File: src/rtl/mem_port_arbiter.sv
// Arbitrates a fetch port and a data port onto one single-ported memory, round-robin on conflict.
// Latency: grant is combinational in IDLE; read data/ack pulses MEM_LAT+1 cycles after grant.
// Backpressure: requesters hold req until gnt; no grants while an access is in flight (busy).
module mem_port_arbiter #(
    parameter int MEM_LAT = 1
) (
    input  logic        clk,
    input  logic        reset,
    input  logic        if_req,
    input  logic [31:0] if_addr,
    output logic        if_gnt,
    output logic        if_rvalid,
    output logic [31:0] if_rdata,
    input  logic        d_req,
    input  logic        d_we,
    input  logic [31:0] d_addr,
    input  logic [31:0] d_wdata,
    output logic        d_gnt,
    output logic        d_rvalid,
    output logic [31:0] d_rdata,
    output logic        mem_en,
    output logic        mem_we,
    output logic [31:0] mem_addr,
    output logic [31:0] mem_wdata,
    input  logic [31:0] mem_rdata,
    output logic        busy
);

    typedef enum logic {
        IDLE   = 1'b0,
        ACCESS = 1'b1
    } state_t;

    localparam logic [3:0] CNT_INIT = 4'(MEM_LAT - 1);

    state_t      state;
    state_t      state_nxt;
    logic [3:0]  cnt;
    logic        last_owner;   // 0 = fetch, 1 = data
    logic        owner;        // port that owns the in-flight access
    logic        acc_we;       // in-flight access is a write (no read data capture)
    logic        mem_we_q;
    logic [31:0] mem_addr_q;
    logic [31:0] mem_wdata_q;
    logic [31:0] if_rdata_q;
    logic [31:0] d_rdata_q;
    logic        if_rvalid_q;
    logic        d_rvalid_q;
    logic        grant_if;
    logic        grant_d;
    logic        done;

    // Next-state and grant decision; grants only from IDLE and never while reset is held.
    always_comb begin
        state_nxt = state;
        grant_if  = 1'b0;
        grant_d   = 1'b0;
        done      = 1'b0;
        case (state)
            IDLE: begin
                if (!reset) begin
                    if (if_req && d_req) begin
                        // Conflict: whoever did not win last time goes now.
                        if (last_owner) grant_if = 1'b1;
                        else            grant_d  = 1'b1;
                    end else if (if_req) begin
                        grant_if = 1'b1;
                    end else if (d_req) begin
                        grant_d = 1'b1;
                    end
                end
                if (grant_if || grant_d) state_nxt = ACCESS;
            end
            ACCESS: begin
                if (cnt == 4'd0) begin
                    done      = 1'b1;
                    state_nxt = IDLE;
                end
            end
            default: state_nxt = IDLE;
        endcase
    end

    // State register.
    always_ff @(posedge clk) begin
        if (reset) state <= IDLE;
        else       state <= state_nxt;
    end

    // Ownership, latency counter and single-cycle write strobe.
    always_ff @(posedge clk) begin
        if (reset) begin
            cnt        <= 4'd0;
            last_owner <= 1'b1;
            owner      <= 1'b0;
            acc_we     <= 1'b0;
            mem_we_q   <= 1'b0;
        end else begin
            mem_we_q <= 1'b0;
            if (grant_if || grant_d) begin
                owner      <= grant_d;
                last_owner <= grant_d;
                cnt        <= CNT_INIT;
                acc_we     <= grant_d & d_we;
                mem_we_q   <= grant_d & d_we;
            end else if (state == ACCESS && cnt != 4'd0) begin
                cnt <= cnt - 4'd1;
            end
        end
    end

    // Address/write-data latch; held stable through ACCESS and afterwards until the next grant.
    always_ff @(posedge clk) begin
        if (reset) begin
            mem_addr_q  <= 32'd0;
            mem_wdata_q <= 32'd0;
        end else if (grant_if) begin
            mem_addr_q <= if_addr;
        end else if (grant_d) begin
            mem_addr_q  <= d_addr;
            mem_wdata_q <= d_wdata;
        end
    end

    // Completion: pulse the owner's rvalid and capture read data (writes only acknowledge).
    always_ff @(posedge clk) begin
        if (reset) begin
            if_rvalid_q <= 1'b0;
            d_rvalid_q  <= 1'b0;
            if_rdata_q  <= 32'd0;
            d_rdata_q   <= 32'd0;
        end else begin
            if_rvalid_q <= done && !owner;
            d_rvalid_q  <= done && owner;
            if (done && !owner)          if_rdata_q <= mem_rdata;
            if (done && owner && !acc_we) d_rdata_q <= mem_rdata;
        end
    end

    assign if_gnt    = grant_if;
    assign d_gnt     = grant_d;
    assign if_rvalid = if_rvalid_q;
    assign d_rvalid  = d_rvalid_q;
    assign if_rdata  = if_rdata_q;
    assign d_rdata   = d_rdata_q;
    assign busy      = (state == ACCESS);
    assign mem_en    = (state == ACCESS);
    assign mem_we    = mem_we_q;
    assign mem_addr  = mem_addr_q;
    assign mem_wdata = mem_wdata_q;

endmodule
File: config.mk
export PLATFORM = sky130hd
export DESIGN_NAME = mem_port_arbiter
export DESIGN_NICKNAME = d
export VERILOG_FILES = /design/src/rtl/mem_port_arbiter.sv
export SDC_FILE = /design/constraint.sdc
export NUM_CORES = 1
export LEC_CHECK = 0
export BUFFER_PORTS_ARGS = -buffer_cell sky130_fd_sc_hd__buf_2
export CAP_MARGIN = 25
export CORE_ASPECT_RATIO = 0.7
export CORE_MARGIN = 10
export CORE_UTILIZATION = 46
export DETAILED_ROUTE_END_ITERATION = 8
export HOLD_SLACK_MARGIN = 0.15
export PLACE_DENSITY = 0.8
export SETUP_SLACK_MARGIN = 0.5
export SYNTH_ARGS = -nofsm -noshare
export SYNTH_HDL_FRONTEND = slang
export SYNTH_SLANG_ARGS = --single-unit
File: constraint.sdc
create_clock -name clk -period 2.57 [get_ports clk]
set_clock_uncertainty 0.2 [all_clocks]
set_input_delay 0.514 -clock clk [delete_from_list [all_inputs] [get_ports clk]]
set_output_delay 0.514 -clock clk [all_outputs]
set_load 0.005 [all_outputs]
==> qor.yml, run 1 <==
outcome:
  status: "completed"
grt:
  grt_pass1_wl_um: 29100
  grt_usage: 0.220
  grt_max_degree: 97
  grt_pass1_vias: 5523
  antenna_found_initial: 1
  grt_overflow: 0
setup_path:
  crit_path_max_fanout: 2
  r2r.worst_path.cells: 6
  path_delay_family: "simple AND/OR/NAND/NOR gates"
  crit_required_ps: 1860
  crit_path_end_kind: "primary output"
  start_kind: "register"
  path_buf_inv: 2
  cpMaxStageDelayCell: "or3b_4"
  cp_common_cell: "buf_6"
  crit_path_max_incr_delay_ps: 390
  worstPathCellList: "buf_6 > or3b_4 > nor2_4 > buf_6"
  path_class: "register to primary output"
  crit_arrival_ps: 1480
  path_depth: 4
route:
  wire_per_inst_um: 18.2
  postRouteAntennaNets: 0
  dr.pass1.iters: 5
  via_per_inst: 5.19
  drtIter0Drc: 445
  vias: 5419
  drc: 0
  routed_wl_um: 19100
die:
  io_pins: 268
  dieWidth_um: 149
  core_area_um2: 11200
  rows: 32
  dieArea_um2: 16400
  die_h_um: 110
  initial_utilization: 0.478
power:
  switching_share: 0.231
  p_leak_nw: 4.03
  powerDensity_nw_per_um2: 693
  vdd_drop_max_v: 0.000430
  combinationalPowerShare: 0.119
  power.switching_mw: 1.29
  seq_power_share: 0.418
  intPower_mw: 4.31
  clkPwrFrac: 0.464
synth:
  avgSynthCellArea_um2: 9.44
  synth_simple_gate_area_frac: 0.194
  yosys.area.top_type_share: 0.521
  ys_types: 34
  ys_seq_area_frac: 0.521
  synth_area_leader_cell: "dfxtp_1"
  ys.warnings.count: 0
  synthesis.nets: 701
  ys.flop_type: "dfxtp_1"
  synth_edf_count: 0
  synthMuxAreaShare: 0.120
  syn_area_um2: 5340
  ys_async_sr_fraction: 0
  yosys.area_share.xor_xnor: 0
  synth_compound_area_frac: 0.111
  synth_top_family_by_area: "simple AND/OR/NAND/NOR gates"
  ys_seq_elements: 139
  synth.area.top_cells: "dfxtp_1 (52%), mux2i_1 (12%), nand2_1 (9.3%)"
  post_synth_fa_ha_maj_area_fraction: 0.00468
  syn_inst: 566
place:
  port_buffers: 267
  routabilityCongestion: 0.798
  place_area_um2: 6780
  dp_hpwl_um: 13000
cells_and_area:
  drive_above_1_share: 0.380
  area_delta_synth_final_pct: 51.2
  fillCellCount: 788
  final_nets: 1012
  final_area_um2: 8080
timing:
  rsz0062_at_grt: "yes"
  totalNegativeSetupSlack_ps: 0
  finalHoldViolCount: 0
  drv_slew: 0
  tightest_slew_ps: 544
  slew_headroom: 0.637
  finalCritPeriodShare: 0.852
  setup_violations: 0
  fmax_mhz: 457
  worst_hold_slack_ps: 177
  period_needed_ps: 2190
clocking:
  clkTransAtPathRegs_ps: 60
  clockRootBuffer: "clkbuf_16"
  cts_tree: "yes"
  clk_latency_ps: 400
  htreeDepth: 4
  clockBufferDepth: 2
  cts_made_buffers: 17
  clock-sinks: 139
worst_hold_path:
  worstHoldPathType: "primary input to register"
  hold_depth: 2
job:
  drv_cap: 0
power by group through the flow:
| stage | Combinational, mW | Sequential (mW) | Clock (mW) |
|---|---|---|---|
| 5_1_grt | 0.724 | 2.35 | 2.72 |
| 3_5_place_dp | 0.565 | 2.38 | 0 |
| 4_1_cts | 0.648 | 2.34 | 2.63 |
| 2_1_floorplan | 0.260 | 2.39 | 0 |
| 3_3_place_gp | 0.548 | 2.38 | 0 |
| 6_report | 0.664 | 2.34 | 2.60 |
per-layer routing:
layer / up-vias / share of wire / track usage
met5: - / 0 / 0
li1: 2594 / - / -
met1: 2557 / 0.38 / 0.246
met3: 29 / 0.098 / 0.0892
met2: 239 / 0.50 / 0.376
met4: 0 / 0.018 / 0.0796
cell families (layout without fill, tap and decap cells):
family / after synthesis / count (layout)
mux: 64 / 64
buf+inv: 55 / 378
simple gates: 220 / 220
compound gates: 86 / 86
other cells: 0 / 3
flops: 139 / 139
fa+ha+maj: 2 / 2
state kept, by name (all words and copies together) (netlist names):
signal	count
if_rdata	32
owner	1
mem_wdata	32
if_rvalid	1
mem_we	1
acc_we	1
last_owner	1
d_rvalid	1
cnt	4
mem_addr	32
d_rdata	32
busy	1
worst paths after layout:
path	startpoint	end	slack (ps)
hold reg to reg	d_rdata[0]$_SDFFE_PP0P_	d_rdata[0]$_SDFFE_PP0P_	250
hold / removal	if_addr[23]	mem_addr[23]$_SDFFE_PP0P_	180
setup / recovery	busy$_SDFF_PP0_	if_gnt	380
setup reg to reg	cnt[0]$_SDFFE_PP0P_	d_rdata[6]$_SDFFE_PP0P_	620
layout by cell type (no fill, tap or decap), types with 2 or more instances in the layout:
cell	synthesis	layout
nor2_4	1	2
dlygate4sd3_1	0	54
and3_1	26	26
or3b_2	7	7
nor2_1	4	3
buf_4	1	14
buf_12	0	5
clkbuf_16	0	17
clkinv_4	0	2
nand2_1	132	132
inv_1	6	5
buf_2	14	265
or3b_4	0	2
o21ai_0	42	42
clkinvlp_4	0	2
nand3_1	40	40
bufinv_16	0	4
mux2i_1	64	63
a21oi_1	5	5
a221o_1	27	27
diode_2	0	3
dfxtp_1	139	138
a31oi_1	6	6
clkbuf_8	0	3
buf_6	5	3
clkinv_2	0	4
cell type report:
class | instances | area (um2) | share of cell area
inverter | 6 | 23.8 | 0.00294
sequential | 139 | 2790 | 0.345
multi-input combinational | 372 | 2330 | 0.288
antenna | 3 | 7.51 | 0.000929
clock inverter | 11 | 168 | 0.0208
tap | 153 | 191 | 0.0237
clock buffer | 20 | 467 | 0.0578
timing repair buffer | 341 | 2110 | 0.261
metrics by stage:
stage,std cells,power [mW],setup WS (ps),util
global route,1043,5.79,335,0.723
detailed placement,949,2.95,350,0.607
finish,1045,5.60,380,0.723
CTS,1039,5.61,284,0.719
global placement,949,2.93,412,0.607
floorplan,566,2.65,498,-
cells in the mapped netlist (all sizes together) (2+ instances only):
cell	instances
a21oi	5
a221o	27
a31oi	6
and3	26
buf	23
clkbuf	26
dfxtp	139
ha	2
inv	6
mux2i	64
nand2	132
nand3	40
nor2	5
o21ai	42
or3b	9
what timing repair did:
item                                    in CTS  in global routing
hold endpoints to repair                    54                  0
setup buffers                                5                  3
gates resized for setup                      8                  6
pin swaps                                    3                  3
hold buffers                                54                  0
endpoints found under the setup margin      34                 60
Power figures use the tool's default switching activity.
==> run 2, diff against run 1 <==
- CORE_ASPECT_RATIO: 0.7 -> default
==> qor.yml, run 2 (same netlist as run 1, synthesis figures left out) <==
setup_path:
  crit_arrival_ps: 1410  # -70 ps
  r2r_slack_ps: 650  # +30 ps
  path_delay_family: "simple AND/OR/NAND/NOR gates"
  crit_path_max_fanout: 4  # +2
  start_kind: "register"
  crit_path_max_incr_delay_ps: 430  # +40 ps
  path_buf_inv: 1  # -1
  reg2reg_from: "cnt[0]$_SDFFE_PP0P_"
  worstPathCellList: "or3b_4 > nor2_4 > buf_6"
  cpMaxStageDelayCell: "or3b_4"
  path_class: "register to primary output"
  crit_path_end_kind: "primary output"
  critical_path.startpoint: "busy$_SDFF_PP0_"
  crit_required_ps: 1860  # about the same
die:
  dieWidth_um: 128  # -14%
  die_h_um: 128  # +16%
  io_pins: 268  # unchanged
  rows: 39  # +22%
  initial_utilization: 0.468  # -0.0104
  dieArea_um2: 16300  # -0.42%
  core_area_um2: 11400  # +2.2%
timing:
  finalCritPeriodShare: 0.826  # -0.0262
  totalNegativeSetupSlack_ps: 0  # unchanged
  setup_violations: 0  # unchanged
  finalWorstSetupSlack_ps: 447  # +67.4 ps
  rsz0062_at_grt: "yes"
  period_needed_ps: 2120  # -67.4 ps
  tightest_slew_ps: 1020  # +479 ps
  fmax_mhz: 471  # +3.2%
  slew_headroom: 0.318  # -0.319
  worst_hold_slack_ps: 168  # -8.56 ps
  finalHoldViolCount: 0  # unchanged
  drv_slew: 0  # unchanged
place:
  preCtsSetupSlack_ps: 393  # +42.6 ps
  port_buffers: 267  # unchanged
  routabilityCongestion: 0.825  # +3.5%
  dp_cells: 939  # -1.1%
  dp_hpwl_um: 12700  # -2.5%
cells_and_area:
  area_delta_synth_final_pct: 49.1
  drive_above_1_share: 0.374  # -0.00605
  final_cells: 1036  # -0.86%
  layout_common_cells: "buf_2 (265), dfxtp_1 (138), nand2_1 (132)"
  fin_util: 0.697  # -0.0258
  final_common_cell: "buf_2"
  fillCellCount: 853  # +8.2%
  final_nets: 1012  # unchanged
worst_hold_path:
  timing.hold.worst.start: "d_wdata[25]"
  worstHoldPathType: "primary input to register"
power:
  power.switching_mw: 1.34  # +3.8%
  seq_power_share: 0.448  # +0.030
  combinationalPowerShare: 0.126  # +0.007
  powerDensity_nw_per_um2: 655  # -5.5%
  switching_share: 0.257  # +0.0264
  intPower_mw: 3.88  # -10%
  vdd_drop_max_v: 0.000429  # about the same
  p_leak_nw: 3.96  # -1.6%
  clkPwrFrac: 0.426  # -0.038
route:
  wire_per_inst_um: 18.4  # +0.63%
  drc: 0  # unchanged
  via_per_inst: 5.21  # +0.53%
  routed_wl_um: 19000  # -0.24%
  drtIter0Drc: 411  # -7.6%
  dr.pass1.iters: 5  # unchanged
  vias: 5401  # -0.33%
  postRouteAntennaNets: 0  # unchanged
grt:
  grt_max_degree: 76  # -22%
  use_met1: 0.240  # -0.00562
  antenna_found_initial: 3  # +2
  grt_util_met3: 0.101  # +0.0122
  grt_pass1_vias: 5437  # -1.6%
  globalRouteMet2Util: 0.352  # -0.0245
  grt_overflow: 0  # unchanged
  grt_usage: 0.218  # -0.00181
  gr-max-usage-layer: "met2"
  grt_pass1_wl_um: 28900  # -0.80%
clocking:
  cts_tree: "yes"
  clockRootBuffer: "clkbuf_16"
  clk_latency_ps: 400  # about the same
  clkTransAtPathRegs_ps: 60  # about the same
  cts_made_buffers: 17  # unchanged
  clockBufferDepth: 2  # unchanged
  clock-sinks: 139  # unchanged
  htreeDepth: 4  # unchanged
job:
  drv_cap: 0  # unchanged
outcome:
  status: "completed"
[run 2: cell count changes in the layout (fill, tap and decap cells not counted), sizes merged]
cell,previous run,this run
clkinv,6,3
clkbuf,20,21
buf,287,284
bufinv,4,0
dlygate4sd3,54,56
clkinvlp,2,7
inv,5,8
[run 2: routing by layer]
| layer | wire (um) | vias up |
|---|---|---|
| met5 | 0 | - |
| met4 | 616 | 0 |
| met3 | 2130 | 33 |
| met2 | 9070 | 293 |
| met1 | 7200 | 2472 |
| li1 | - | 2603 |
[run 2: layout make-up]
cell class	instances	area, um2	area share
diodes	3	7.51	0.000943
clock buffers	20	447	0.0561
clock inverters	12	92.6	0.0116
inverters	6	23.8	0.00299
multi-input cells	372	2320	0.292
flip-flops and latches	139	2790	0.350
well taps	143	179	0.0225
repair buffers	341	2100	0.264
[run 2: repair_timing]
action / 4_1_cts / 5_1_grt
buffers inserted: 4 / 1
resized for setup: 6 / 3
hold buffers: 56 / 0
setup endpoints to repair: 2 / 34
cloned: 0 / 1
endpoints found under the hold margin: 56 / 0
pin swaps: 1 / 2
[run 2: metrics by stage]
stage | power, mW | cell area [um2]
after detailed placement | 2.94 | 6760
final | 5.22 | 7960
after global routing | 5.40 | 7960
after global placement | 2.93 | 6760
after CTS | 5.24 | 7910
after floorplan | 2.65 | 5350
[run 2: worst register-to-register path: stages, from the launching register on]
cell       delay, ps
dfxtp_1          320
inv_1            100
ha_2             230
nand4bb_4        150
or3b_4           460
clkbuf_16        220
mux2i_1          130
[run 2: path summary, 6_finish.rpt]
| path | to | cells past startpoint |
|---|---|---|
| min reg2reg | mem_wdata[26]$_SDFFE_PP0P_ | 2 |
| max reg2reg | d_rdata[26]$_SDFFE_PP0P_ | 6 |
| max | if_gnt | 3 |
| min | mem_wdata[25]$_SDFFE_PP0P_ | 3 |
[run 2: power groups by stage]
stage | logic (mW) | registers (mW) | clock network (mW)
6_report | 0.660 | 2.34 | 2.22
5_1_grt | 0.717 | 2.35 | 2.33
4_1_cts | 0.645 | 2.33 | 2.26
3_5_place_dp | 0.567 | 2.38 | 0
3_3_place_gp | 0.557 | 2.38 | 0
2_1_floorplan | 0.260 | 2.39 | 0
